===== src/rtl/alaw_packer.sv =====
// alaw_packer: packs A-law codes little-endian into words behind a FWFT output FIFO.
// Optional idle-timeout flush of partial words: define ALAW_PACKER_TIMEOUT_EN.
`default_nettype none

// +----------------------------------------------------------------------+
// | Module   : alaw_packer                                               |
// | Brief    : byte-to-word packer with line flush, keep lanes and FIFO  |
// | Options  : ALAW_PACKER_TIMEOUT_EN enables idle auto-flush            |
// | Revision : 1.0 - initial release                                     |
// +----------------------------------------------------------------------+
module alaw_packer #(
  parameter int DATA_IN_W  = 8,
  parameter int WORD_W     = 32,
  parameter int FIFO_DEPTH = 8,
  parameter int TIMEOUT    = 64
) (
  input  logic                             clk,
  input  logic                             rst,
  input  logic [DATA_IN_W-1:0]             data_in,
  input  logic                             valid_in,
  input  logic                             last_in,
  output logic [WORD_W-1:0]                word_out,
  output logic [WORD_W/DATA_IN_W-1:0]      word_keep,
  output logic                             word_last,
  output logic                             word_valid,
  input  logic                             word_ready,
  output logic [$clog2(FIFO_DEPTH):0]      fill_level,
  output logic                             overflow,
  input  logic                             ovf_clear
);

  localparam int c_lanes   = WORD_W / DATA_IN_W;
  localparam int c_lane_w  = (c_lanes > 1) ? $clog2(c_lanes) : 1;
  localparam int c_addr_w  = $clog2(FIFO_DEPTH);
  localparam int c_fill_w  = c_addr_w + 1;
  localparam int c_entry_w = WORD_W + c_lanes + 1;
  localparam logic [c_lane_w-1:0] c_last_lane = c_lane_w'(c_lanes - 1);

  if ((WORD_W % DATA_IN_W) != 0 || FIFO_DEPTH < 2 ||
      (FIFO_DEPTH & (FIFO_DEPTH - 1)) != 0 || TIMEOUT < 2) begin : g_param_check
    $error("alaw_packer: illegal parameter combination");
  end

  // ---------------------------------------------------------------- packer
  logic [c_lane_w-1:0]  r_lane;
  logic [WORD_W-1:0]    r_acc;
  logic [c_lanes-1:0]   r_keep;
  logic [WORD_W-1:0]    w_acc_merged;
  logic [c_lanes-1:0]   w_keep_merged;
  logic [c_lanes-1:0]   w_hit;
  logic                 w_flush;
  logic                 w_push;
  logic [c_entry_w-1:0] w_push_entry;

  for (genvar g = 0; g < c_lanes; g++) begin : g_lane
    assign w_hit[g] = valid_in && (r_lane == c_lane_w'(g));
    assign w_acc_merged[g*DATA_IN_W +: DATA_IN_W] =
      w_hit[g] ? data_in : r_acc[g*DATA_IN_W +: DATA_IN_W];
    assign w_keep_merged[g] = w_hit[g] | r_keep[g];
  end

  // A timeout flush never coincides with valid_in, so the accumulator alone is pushed.
  assign w_push       = (valid_in && (r_lane == c_last_lane || last_in)) || w_flush;
  assign w_push_entry = valid_in ? {last_in, w_keep_merged, w_acc_merged}
                                 : {1'b0, r_keep, r_acc};

  always_ff @(posedge clk or negedge rst) begin
    if (!rst) begin
      r_lane <= '0;
      r_acc  <= '0;
      r_keep <= '0;
    end else if (w_push) begin
      r_lane <= '0;
      r_acc  <= '0;
      r_keep <= '0;
    end else if (valid_in) begin
      r_lane <= r_lane + 1'b1;
      r_acc  <= w_acc_merged;
      r_keep <= w_keep_merged;
    end
  end

`ifdef ALAW_PACKER_TIMEOUT_EN
  localparam int c_idle_w = $clog2(TIMEOUT) + 1;
  logic [c_idle_w-1:0] r_idle;

  assign w_flush = !valid_in && (r_lane != '0) && (r_idle == c_idle_w'(TIMEOUT - 1));

  always_ff @(posedge clk or negedge rst) begin
    if (!rst) begin
      r_idle <= '0;
    end else if (valid_in || w_flush || r_lane == '0) begin
      r_idle <= '0;
    end else begin
      r_idle <= r_idle + 1'b1;
    end
  end
`else
  assign w_flush = 1'b0;
`endif

  // ------------------------------------------------------------------ FIFO
  logic [c_entry_w-1:0] r_mem [FIFO_DEPTH];
  logic [c_addr_w-1:0]  r_wr_ptr;
  logic [c_addr_w-1:0]  r_rd_ptr;
  logic [c_fill_w-1:0]  r_count;
  logic                 r_overflow;
  logic                 w_full;
  logic                 w_pop;
  logic                 w_wr_en;
  logic                 w_drop;
  logic [c_entry_w-1:0] w_head;

  assign w_full  = (r_count == c_fill_w'(FIFO_DEPTH));
  assign w_pop   = word_valid && word_ready;
  // A pop frees the slot in the same edge, so a full FIFO can still accept.
  assign w_wr_en = w_push && (!w_full || w_pop);
  assign w_drop  = w_push && w_full && !w_pop;

  always_ff @(posedge clk) begin
    if (w_wr_en) begin
      r_mem[r_wr_ptr] <= w_push_entry;
    end
  end

  always_ff @(posedge clk or negedge rst) begin
    if (!rst) begin
      r_wr_ptr   <= '0;
      r_rd_ptr   <= '0;
      r_count    <= '0;
      r_overflow <= 1'b0;
    end else begin
      if (w_wr_en) r_wr_ptr <= r_wr_ptr + 1'b1;
      if (w_pop)   r_rd_ptr <= r_rd_ptr + 1'b1;
      case ({w_wr_en, w_pop})
        2'b10:   r_count <= r_count + 1'b1;
        2'b01:   r_count <= r_count - 1'b1;
        default: r_count <= r_count;
      endcase
      if (w_drop) begin
        r_overflow <= 1'b1;
      end else if (ovf_clear) begin
        r_overflow <= 1'b0;
      end
    end
  end

  // Head fields are forced to zero while empty so reset and drained states read 0.
  assign w_head     = r_mem[r_rd_ptr];
  assign word_valid = (r_count != '0);
  assign word_out   = word_valid ? w_head[WORD_W-1:0] : '0;
  assign word_keep  = word_valid ? w_head[WORD_W +: c_lanes] : '0;
  assign word_last  = word_valid ? w_head[c_entry_w-1] : 1'b0;
  assign fill_level = r_count;
  assign overflow   = r_overflow;

endmodule

`default_nettype wire


===== config.mk =====
export PLATFORM = sky130hd
export DESIGN_NAME = alaw_packer
export DESIGN_NICKNAME = d
export VERILOG_FILES = /design/src/rtl/alaw_packer.sv
export SDC_FILE = /design/constraint.sdc
export NUM_CORES = 1
export LEC_CHECK = 0
export ABC_AREA = 1
export CAP_MARGIN = 20
export CORE_UTILIZATION = 45
export CTS_BUF_LIST = sky130_fd_sc_hd__clkbuf_4 sky130_fd_sc_hd__clkbuf_8
export DETAILED_ROUTE_END_ITERATION = 8
export PLACE_DENSITY = 0.59
export SLEW_MARGIN = 10
export SYNTH_ARGS = -nofsm -noshare
export SYNTH_HDL_FRONTEND = slang
export SYNTH_SLANG_ARGS = --single-unit

===== constraint.sdc =====
create_clock -name clk -period 7.68 [get_ports clk]
set_input_delay 2.304 -clock clk [delete_from_list [all_inputs] [get_ports clk]]
set_output_delay 2.304 -clock clk [all_outputs]
set_load 0.01 [all_outputs]

==> results.cfg, run 1 <==
[outcome]
outcome = finished clean

[routing]
drtIter0Drc = 664
num_vias = 8813
routedWlPerCell_um = 19.1
first_pass_iters = 5
drtAntennaViolNets = 0
routed_via_density = 5.35
drc = 0
wl_um = 31500

[final_layout]
fin_nets = 1239
n_antenna_cell = 0
layout_common_cells = edfxtp_1 (296), nor2_1 (263), o21ai_0 (193), inv_1 (77), nand2_1 (59)
area_growth_pct = 14.0
layout-drive-gt1-share = 0.101
final_common_cell = edfxtp_1

[global_route]
grt_pass1_wl_um = 48900
grt_util_all_layers = 0.206
grt_antenna_before_repair = 0
grt_max_degree = 106
grt_pass1_vias = 8451
gr-total-overflow = 0

[critical_path]
cp.arrival_ns = 3.60
crit_type = register to output pin
cp-end-kind = output pin
critPathRequiredTime_ns = 5.38
critPathLaunchType = register
crit_fanout = 105

[synth]
syn_nets = 1181
synth_area_leader_cell = edfxtp_1
synthTopCellsByArea = edfxtp_1 (64%), dfrtp_1 (8.8%), nor2_1 (7.3%)
asyncSetResetFlopFracSynth = 0.142
synth_cells = 1160
ys_seq_area_frac = 0.729
yosys_warnings = 0
synth.avg_cell_area_um2 = 12.0
syn_area_um2 = 13900
synth_top_area_frac = 0.641
ys_seq_elements = 345
ys.flop_type = edfxtp_1
synth_edf_count = 296
synth_cell_types = 30

[floorplan]
dieHeight_um = 178
die_area_um2 = 31500
dieWidth_um = 178
core_um2 = 30000
num_rows = 63
start_util = 0.463
ios = 57

[sta]
period_needed_ns = 5.90
post-route-period-util = 0.769
max_clock_freq_mhz = 169
worst_clock_skew_ns = 0.0143
slew_headroom = 0.285
hold_viol = 0
fin_ws_ns = 1.78
slew_violations = 0
tightest_slew_ns = 1.07
rsz0062_at_grt = no
finalSetupViolations = 0
setup-tns-final_ns = 0

[clock_network]
cts_hold_buffers = 0
clk_pin_slew_ns = 0.06
post-cts-setup-buffer-count = 0
worst_skew_pair.late_latency_ns = 0.58
ctsResizeCount = 0
cts_tree = done
ctsRootBufferMaster = clkbuf_8
cts_buffer_depth = 3
cts_buffers = 52
cts_sinks = 345
cts.htree.levels = 2

[pwr]
power-per-cell-area_nw_per_um2 = 403
p_leak_nw = 5.81
irDropWorstVdd_mv = 0.239

[worst_hold_path]
hp-class = register to register

[run]
drv_cap = 0

[placement]
hpwl_um = 17700
gp_congestion = 0.742
dp_slack_ns = 1.79
port_buffers = 56
stage by stage:
| step | total power [mW] | hold slack, ns | instances | instance area (µm²) | utilization |
|---|---|---|---|---|---|
| after detailed placement | 4.98 | 0.486 | 1553 | 14800 | 0.493 |
| after global routing | 6.78 | 0.524 | 1648 | 15800 | 0.528 |
| after CTS | 6.44 | 0.501 | 1647 | 15800 | 0.527 |
| after global placement | 4.95 | 0.473 | 1553 | 14800 | 0.493 |
| after floorplan | 3.99 | 0.460 | 1160 | 13900 | - |
| final | 6.38 | 0.494 | 1648 | 15800 | 0.528 |
power by group:
part           switching, mW  internal, mW  total (mW)
Combinational           1.53         0.847        2.38
Sequential            0.0988          2.45        2.55
Clock                  0.669         0.789        1.46
kinds of logic after synthesis:
family                     Yosys count  share of synthesized area
AOI/OAI and AO/OA                  303                      0.117
xor gates and xnor gates             6                    0.00379
adders and majority gates            7                    0.00631
buffers and inverters              152                     0.0461
DFF                                345                      0.729
and+or+nand+nor                    347                     0.0982
cell type report:
type | instances | area (µm²)
sequential | 345 | 10100
multi-input combinational | 663 | 3180
inverter | 83 | 314
clock inverter | 17 | 101
clock buffer | 77 | 910
fill | 2610 | 14100
timing repair buffer | 73 | 703
tap | 390 | 488
synthesized netlist by cell type (all sizes together) (7+ instances only):
cell / count
edfxtp: 296
nor2: 272
o21ai: 215
inv: 83
nand2: 67
dfrtp: 49
o22ai: 38
a31oi: 37
clkbuf: 36
buf: 33
a21oi: 9
ha: 7
sequential cells by signal, summed over array words and instances, names as in the netlist:
register,cells
r_wr_ptr,3
fill_level,4
r_lane,2
r_acc,32
r_keep,4
r_rd_ptr,3
r_mem,296
overflow,1
per-layer routing:
metal / GRT usage / routed length (µm) / vias up
li1: - / - / 4194
met1: 0.300 / 14600 / 4350
met2: 0.319 / 14700 / 226
met3: 0.0366 / 1760 / 43
met4: 0.0548 / 473 / 0
met5: 0 / 0 / -
critical path: stages, from the launching register on:
cell,delay [ns]
dfrtp_4,0.63
inv_4,0.82
buf_4,0.38
o21ai_0,0.11
o22ai_1,0.16
o21ai_0,0.12
a31oi_1,0.22
clkdlybuf4s50_1,0.56
final timing paths:
path,startpoint,slack (ns),endpoint,cells after the start
worst min-delay path,r_acc[26],0.49,r_acc[26],2
min in group asynchronous,rst,1.84,r_acc[30],2
worst max register to register,fill_level[0],4.03,r_mem[0][13],8
worst min register to register,r_acc[26],0.49,r_acc[26],2
worst max-delay path,r_rd_ptr[0],1.78,word_out[9],7
max in group asynchronous,rst,5.34,r_rd_ptr[0],2
Note: power is estimated with default switching activity, not from simulation.
==> run 2: changes to the inputs <==
--- a/config.mk
+++ b/config.mk
@@ -10,7 +10,7 @@
 export CORE_UTILIZATION = 45
 export CTS_BUF_LIST = sky130_fd_sc_hd__clkbuf_4 sky130_fd_sc_hd__clkbuf_8
 export DETAILED_ROUTE_END_ITERATION = 8
-export PLACE_DENSITY = 0.59
+export PLACE_DENSITY = 0.61
 export SLEW_MARGIN = 10
 export SYNTH_ARGS = -nofsm -noshare
 export SYNTH_HDL_FRONTEND = slang
==> constraint.sdc (replaced) <==
create_clock -name clk -period 5.15 [get_ports clk]
set_input_delay 1.545 -clock clk [delete_from_list [all_inputs] [get_ports clk]]
set_output_delay 1.545 -clock clk [all_outputs]
set_load 0.01 [all_outputs]
==> run 2 against run 1 <==
  * Critical path depth unchanged
  * Sequential share of layout area down 0.71 points
  * Design area up 1.1%
  * Critical path type unchanged
  * Clock skew up 0.0023 ns
  * Wire length up 0.48%
  * Total power up 50%
  * Critical endpoint is now word_out[14]
==> results.cfg, run 2 (synthesized netlist as in run 1, its figures left out) <==
[critical_path]
slowest_delay_ns = 0.67
crit_top_cell = o21ai_0
worstPathCellList = inv_4 -> buf_12 -> o21ai_0 -> o22ai_1 -> o21ai_0 -> a31oi_1 -> clkdlybuf4s50_1
critPathRequiredTime_ns = 3.61
cp-end-kind = output pin
cp.arrival_ns = 3.23
critPathLaunchType = register
slowest_stage = dfrtp_4
crit_type = register to output pin
crit_fanout = 58

[worst_hold_path]
hp-class = register to register

[floorplan]
die_area_um2 = 31500
num_rows = 63
core_um2 = 30000
ios = 57
dieHeight_um = 178
start_util = 0.463
dieWidth_um = 178

[final_layout]
reg_top3 = r_mem (296), r_acc (32)
fin_area_um2 = 16000
fin_cells = 1662
final_common_cell = edfxtp_1
n_antenna_cell = 0
regMostFlops = r_mem
layout_common_cells = edfxtp_1 (296), nor2_1 (263), o21ai_0 (193), inv_1 (77)
layout-drive-gt1-share = 0.112
fillers = 2584
largest_register_ffs = 296
area_growth_pct = 15.3
fin_nets = 1249

[pwr]
p_sw_mw = 3.39
seqPwrFrac = 0.399
power.internal_mw = 6.21
p_leak_nw = 5.91
power-per-cell-area_nw_per_um2 = 600
comb_power_share = 0.368
clkPwrFrac = 0.232
irDropWorstVdd_mv = 0.384
netSwitchingFraction = 0.353

[run]
drv_cap = 0

[sta]
max_clock_freq_mhz = 209
slew_headroom = 0.291
slew_violations = 0
fin_ws_ns = 0.371
setup-tns-final_ns = 0
rsz0062_at_grt = no
finalSetupViolations = 0
worst_hold_slack_ns = 0.492
worst_clock_skew_ns = 0.0166
tightest_slew_ns = 1.06
hold_viol = 0
post-route-period-util = 0.928
period_needed_ns = 4.78

[outcome]
outcome = finished clean

[clock_network]
post-cts-setup-buffer-count = 0
ctsRootBufferMaster = clkbuf_8
cts_hold_buffers = 0
ctsResizeCount = 0
cts.htree.levels = 2
cts_sinks = 345
clk_pin_slew_ns = 0.06
cts_buffers = 53
cts_buffer_depth = 3
worst_skew_pair.late_latency_ns = 0.58
cts_tree = done

[routing]
num_vias = 8825
wl_um = 31700
routedWlPerCell_um = 19.0
first_pass_iters = 8
drc = 0
routed_via_density = 5.31
drtAntennaViolNets = 0
drtIter0Drc = 659

[global_route]
gr-total-overflow = 0
grt_util_all_layers = 0.209
grt_pass1_wl_um = 49100
grt_antenna_before_repair = 1
grt_max_degree = 61
grt_pass1_vias = 8560

[placement]
port_buffers = 56
post-place-cells = 1563
dp_slack_ns = 0.932
placed_area_um2 = 14900
hpwl_um = 17200
gp_congestion = 0.755
==> run 2: changes by cell type in the layout (fill, tap and decap cells not counted), sizes merged <==
| cell | change |
|---|---|
| buf | +9 |
| clkbuf | +7 |
| bufinv | -1 |
| clkinvlp | -1 |
==> run 2: power groups by stage <==
stage	Clock [mW]	Sequential [mW]	Combinational, mW
6_report	2.23	3.83	3.53
5_1_grt	2.40	3.87	3.94
4_1_cts	2.27	3.83	3.58
3_5_place_dp	0	3.89	3.58
3_3_place_gp	0	3.88	3.52
2_1_floorplan	0	3.80	2.15
==> run 2: final cells by class <==
type / instances / area (µm²) / share of cell area
Inverter: 83 / 314 / 0.0196
Clock inverter: 15 / 66.3 / 0.00415
Tap cell: 390 / 488 / 0.0305
Timing Repair Buffer: 82 / 826 / 0.0516
Clock buffer: 84 / 1000 / 0.0625
Sequential cell: 345 / 10100 / 0.633
Multi-Input combinational cell: 663 / 3180 / 0.199
==> run 2: worst max-delay path, delay by kind of cell, from the launching register on <==
kind,cells,cell delay [ns]
buffers and inverters,3,1.30
AOI/OAI and AO/OA,4,0.63
DFF,1,0.67
==> run 2: final timing paths <==
path                                from            to  slack, ns  cells past startpoint
min in group asynchronous            rst     r_keep[1]       1.04                      1
min                            r_acc[24]     r_acc[24]       0.49                      2
max reg2reg                fill_level[0]   r_mem[1][5]       1.89                      9
max in group asynchronous            rst     r_acc[10]       3.37                      2
max                          r_rd_ptr[0]  word_out[14]       0.37                      7
min reg2reg                    r_acc[24]     r_acc[24]       0.49                      2
==> run 2: per-stage QoR <==
step / utilization / total power, mW
floorplan: - / 5.95
global placement: 0.498 / 7.40
detailed placement: 0.498 / 7.47
CTS: 0.534 / 9.69
global route: 0.534 / 10.2
finish: 0.534 / 9.60
==> run 2: per-layer routing <==
metal | vias to the layer above | track usage | wire, µm
met2 | 251 | 0.341 | 15200
met4 | 0 | 0.0623 | 560
met1 | 4322 | 0.286 | 14100
met3 | 45 | 0.0368 | 1720
li1 | 4207 | - | -
met5 | - | 0 | 0
==> run 3: changes to the inputs <==
--- a/config.mk
+++ b/config.mk
@@ -10,7 +10,7 @@
 export CORE_UTILIZATION = 45
 export CTS_BUF_LIST = sky130_fd_sc_hd__clkbuf_4 sky130_fd_sc_hd__clkbuf_8
 export DETAILED_ROUTE_END_ITERATION = 8
-export PLACE_DENSITY = 0.61
+export PLACE_DENSITY_LB_ADDON = 0.15
 export SLEW_MARGIN = 10
 export SYNTH_ARGS = -nofsm -noshare
 export SYNTH_HDL_FRONTEND = slang
==> run 3 against run 2 <==
  * Clock power is 9% higher
  * Register-to-register slack improved by 0.29 ns
  * Design area up 0.79%
  * Sequential share of layout area fell by 0.50 points
  * Count of clock-buffer cells in the layout down 3
  * Die area unchanged
  * Final cell count grew 0.24%
  * First-iteration DRC count increased by 7.0%
  * Non-clock buffer count unchanged
  * Largest cell class unchanged
  * Hold slack worse by 0.00063 ns
  * Sequential cell count is the same
==> results.cfg, run 3 (synthesized netlist as in run 1, its figures left out) <==
[outcome]
outcome = finished clean

[global_route]
grt_pass1_vias = 8580
grt_max_degree = 140
grt_pass1_wl_um = 49600
gr-total-overflow = 0
grt_util_all_layers = 0.210
grt_antenna_before_repair = 0

[critical_path]
critPathLaunchType = register
r2r_setup_slack_ns = 2.18
cp.arrival_ns = 3.15
cp-end-kind = output pin
crit_type = register to output pin
critPathRequiredTime_ns = 3.61
crit_fanout = 139

[floorplan]
start_util = 0.463
dieHeight_um = 178
num_rows = 63
ios = 57
die_area_um2 = 31500
dieWidth_um = 178
core_um2 = 30000

[sta]
slew_headroom = 0.457
finalSetupViolations = 0
rsz0062_at_grt = no
slew_violations = 0
setup-tns-final_ns = 0
hold_viol = 0
tightest_slew_ns = 0.812
period_needed_ns = 4.70
max_clock_freq_mhz = 213
post-route-period-util = 0.912
worst_clock_skew_ns = 0.0339

[pwr]
irDropWorstVdd_mv = 0.379
power-per-cell-area_nw_per_um2 = 608
p_leak_nw = 5.96

[routing]
routedWlPerCell_um = 19.4
drtIter0Drc = 705
drtAntennaViolNets = 0
first_pass_iters = 5
wl_um = 32300
drc = 0
num_vias = 8878
routed_via_density = 5.33

[final_layout]
layout_common_cells = edfxtp_1 (296), nor2_1 (263), o21ai_0 (193), inv_1 (77), nand2_1 (59)
regMostFlops = r_mem
area_growth_pct = 16.2
reg_top3 = r_mem (296), r_acc (32)
final_common_cell = edfxtp_1
fin_nets = 1251
fin_cells = 1666
fillers = 2583
largest_register_ffs = 296
n_antenna_cell = 0
layout-drive-gt1-share = 0.116

[clock_network]
post-cts-setup-buffer-count = 0
cts_hold_buffers = 0
ctsRootBufferMaster = clkbuf_8
worst_skew_pair.late_latency_ns = 0.59
clk_pin_slew_ns = 0.06
cts_tree = done
cts.htree.levels = 2
ctsResizeCount = 0
cts_buffer_depth = 3
cts_buffers = 55
cts_sinks = 345

[worst_hold_path]
hp-class = register to register

[run]
drv_cap = 0

[placement]
port_buffers = 56
gp_congestion = 0.799
post-place-cells = 1563
hpwl_um = 17700
-- run 3: per-stage QoR --
step	power, mW	util	area, µm²	setup slack (ns)	hold WS (ns)
2_1_floorplan	5.95	-	13900	0.855	0.460
3_3_place_gp	7.43	0.500	15000	1.05	0.474
3_5_place_dp	7.48	0.500	15000	1.05	0.479
4_1_cts	9.89	0.538	16100	0.492	0.494
5_1_grt	10.4	0.538	16100	0.328	0.518
6_report	9.81	0.538	16100	0.453	0.492
-- run 3: power by group --
part / leakage, nW / switching (mW) / total, mW / internal, mW
Combinational: 1.99 / 2.27 / 3.61 / 1.34
Sequential: 3.35 / 0.129 / 3.78 / 3.65
Clock: 0.614 / 1.06 / 2.42 / 1.36
-- run 3: routing by layer --
metal	wire, µm	GRT usage	vias up
li1	-	-	4219
met1	15100	0.301	4372
met2	15000	0.329	231
met3	1710	0.0364	56
met4	579	0.0602	0
met5	0	0	-
-- run 3: worst paths after layout --
path                       depth (start not counted)           end     startpoint
min in group asynchronous                          1     r_acc[29]            rst
max in group asynchronous                          2   r_rd_ptr[0]            rst
hold reg to reg                                    2     r_acc[26]      r_acc[26]
hold / removal                                     2     r_acc[26]      r_acc[26]
setup / recovery                                   6  word_keep[2]    r_rd_ptr[0]
setup reg to reg                                   8  r_mem[6][21]  fill_level[3]
-- run 3: cell type report --
| class | count | area [µm²] | area share |
|---|---|---|---|
| Tap cell | 390 | 488 | 0.0303 |
| Clock buffer | 81 | 971 | 0.0602 |
| Inverter | 83 | 314 | 0.0195 |
| Multi-Input combinational cell | 663 | 3180 | 0.197 |
| Clock inverter | 22 | 184 | 0.0114 |
| Timing Repair Buffer | 82 | 863 | 0.0535 |
| Sequential cell | 345 | 10100 | 0.628 |
-- run 3: worst max-delay path, cell delays in order (launching register included) --
cell and delay, ns:
dfrtp_4 0.52, buf_12 0.39, o21ai_0 0.21, o22ai_1 0.18, o21ai_0 0.11, a31oi_1 0.32, clkdlybuf4s50_1 0.60
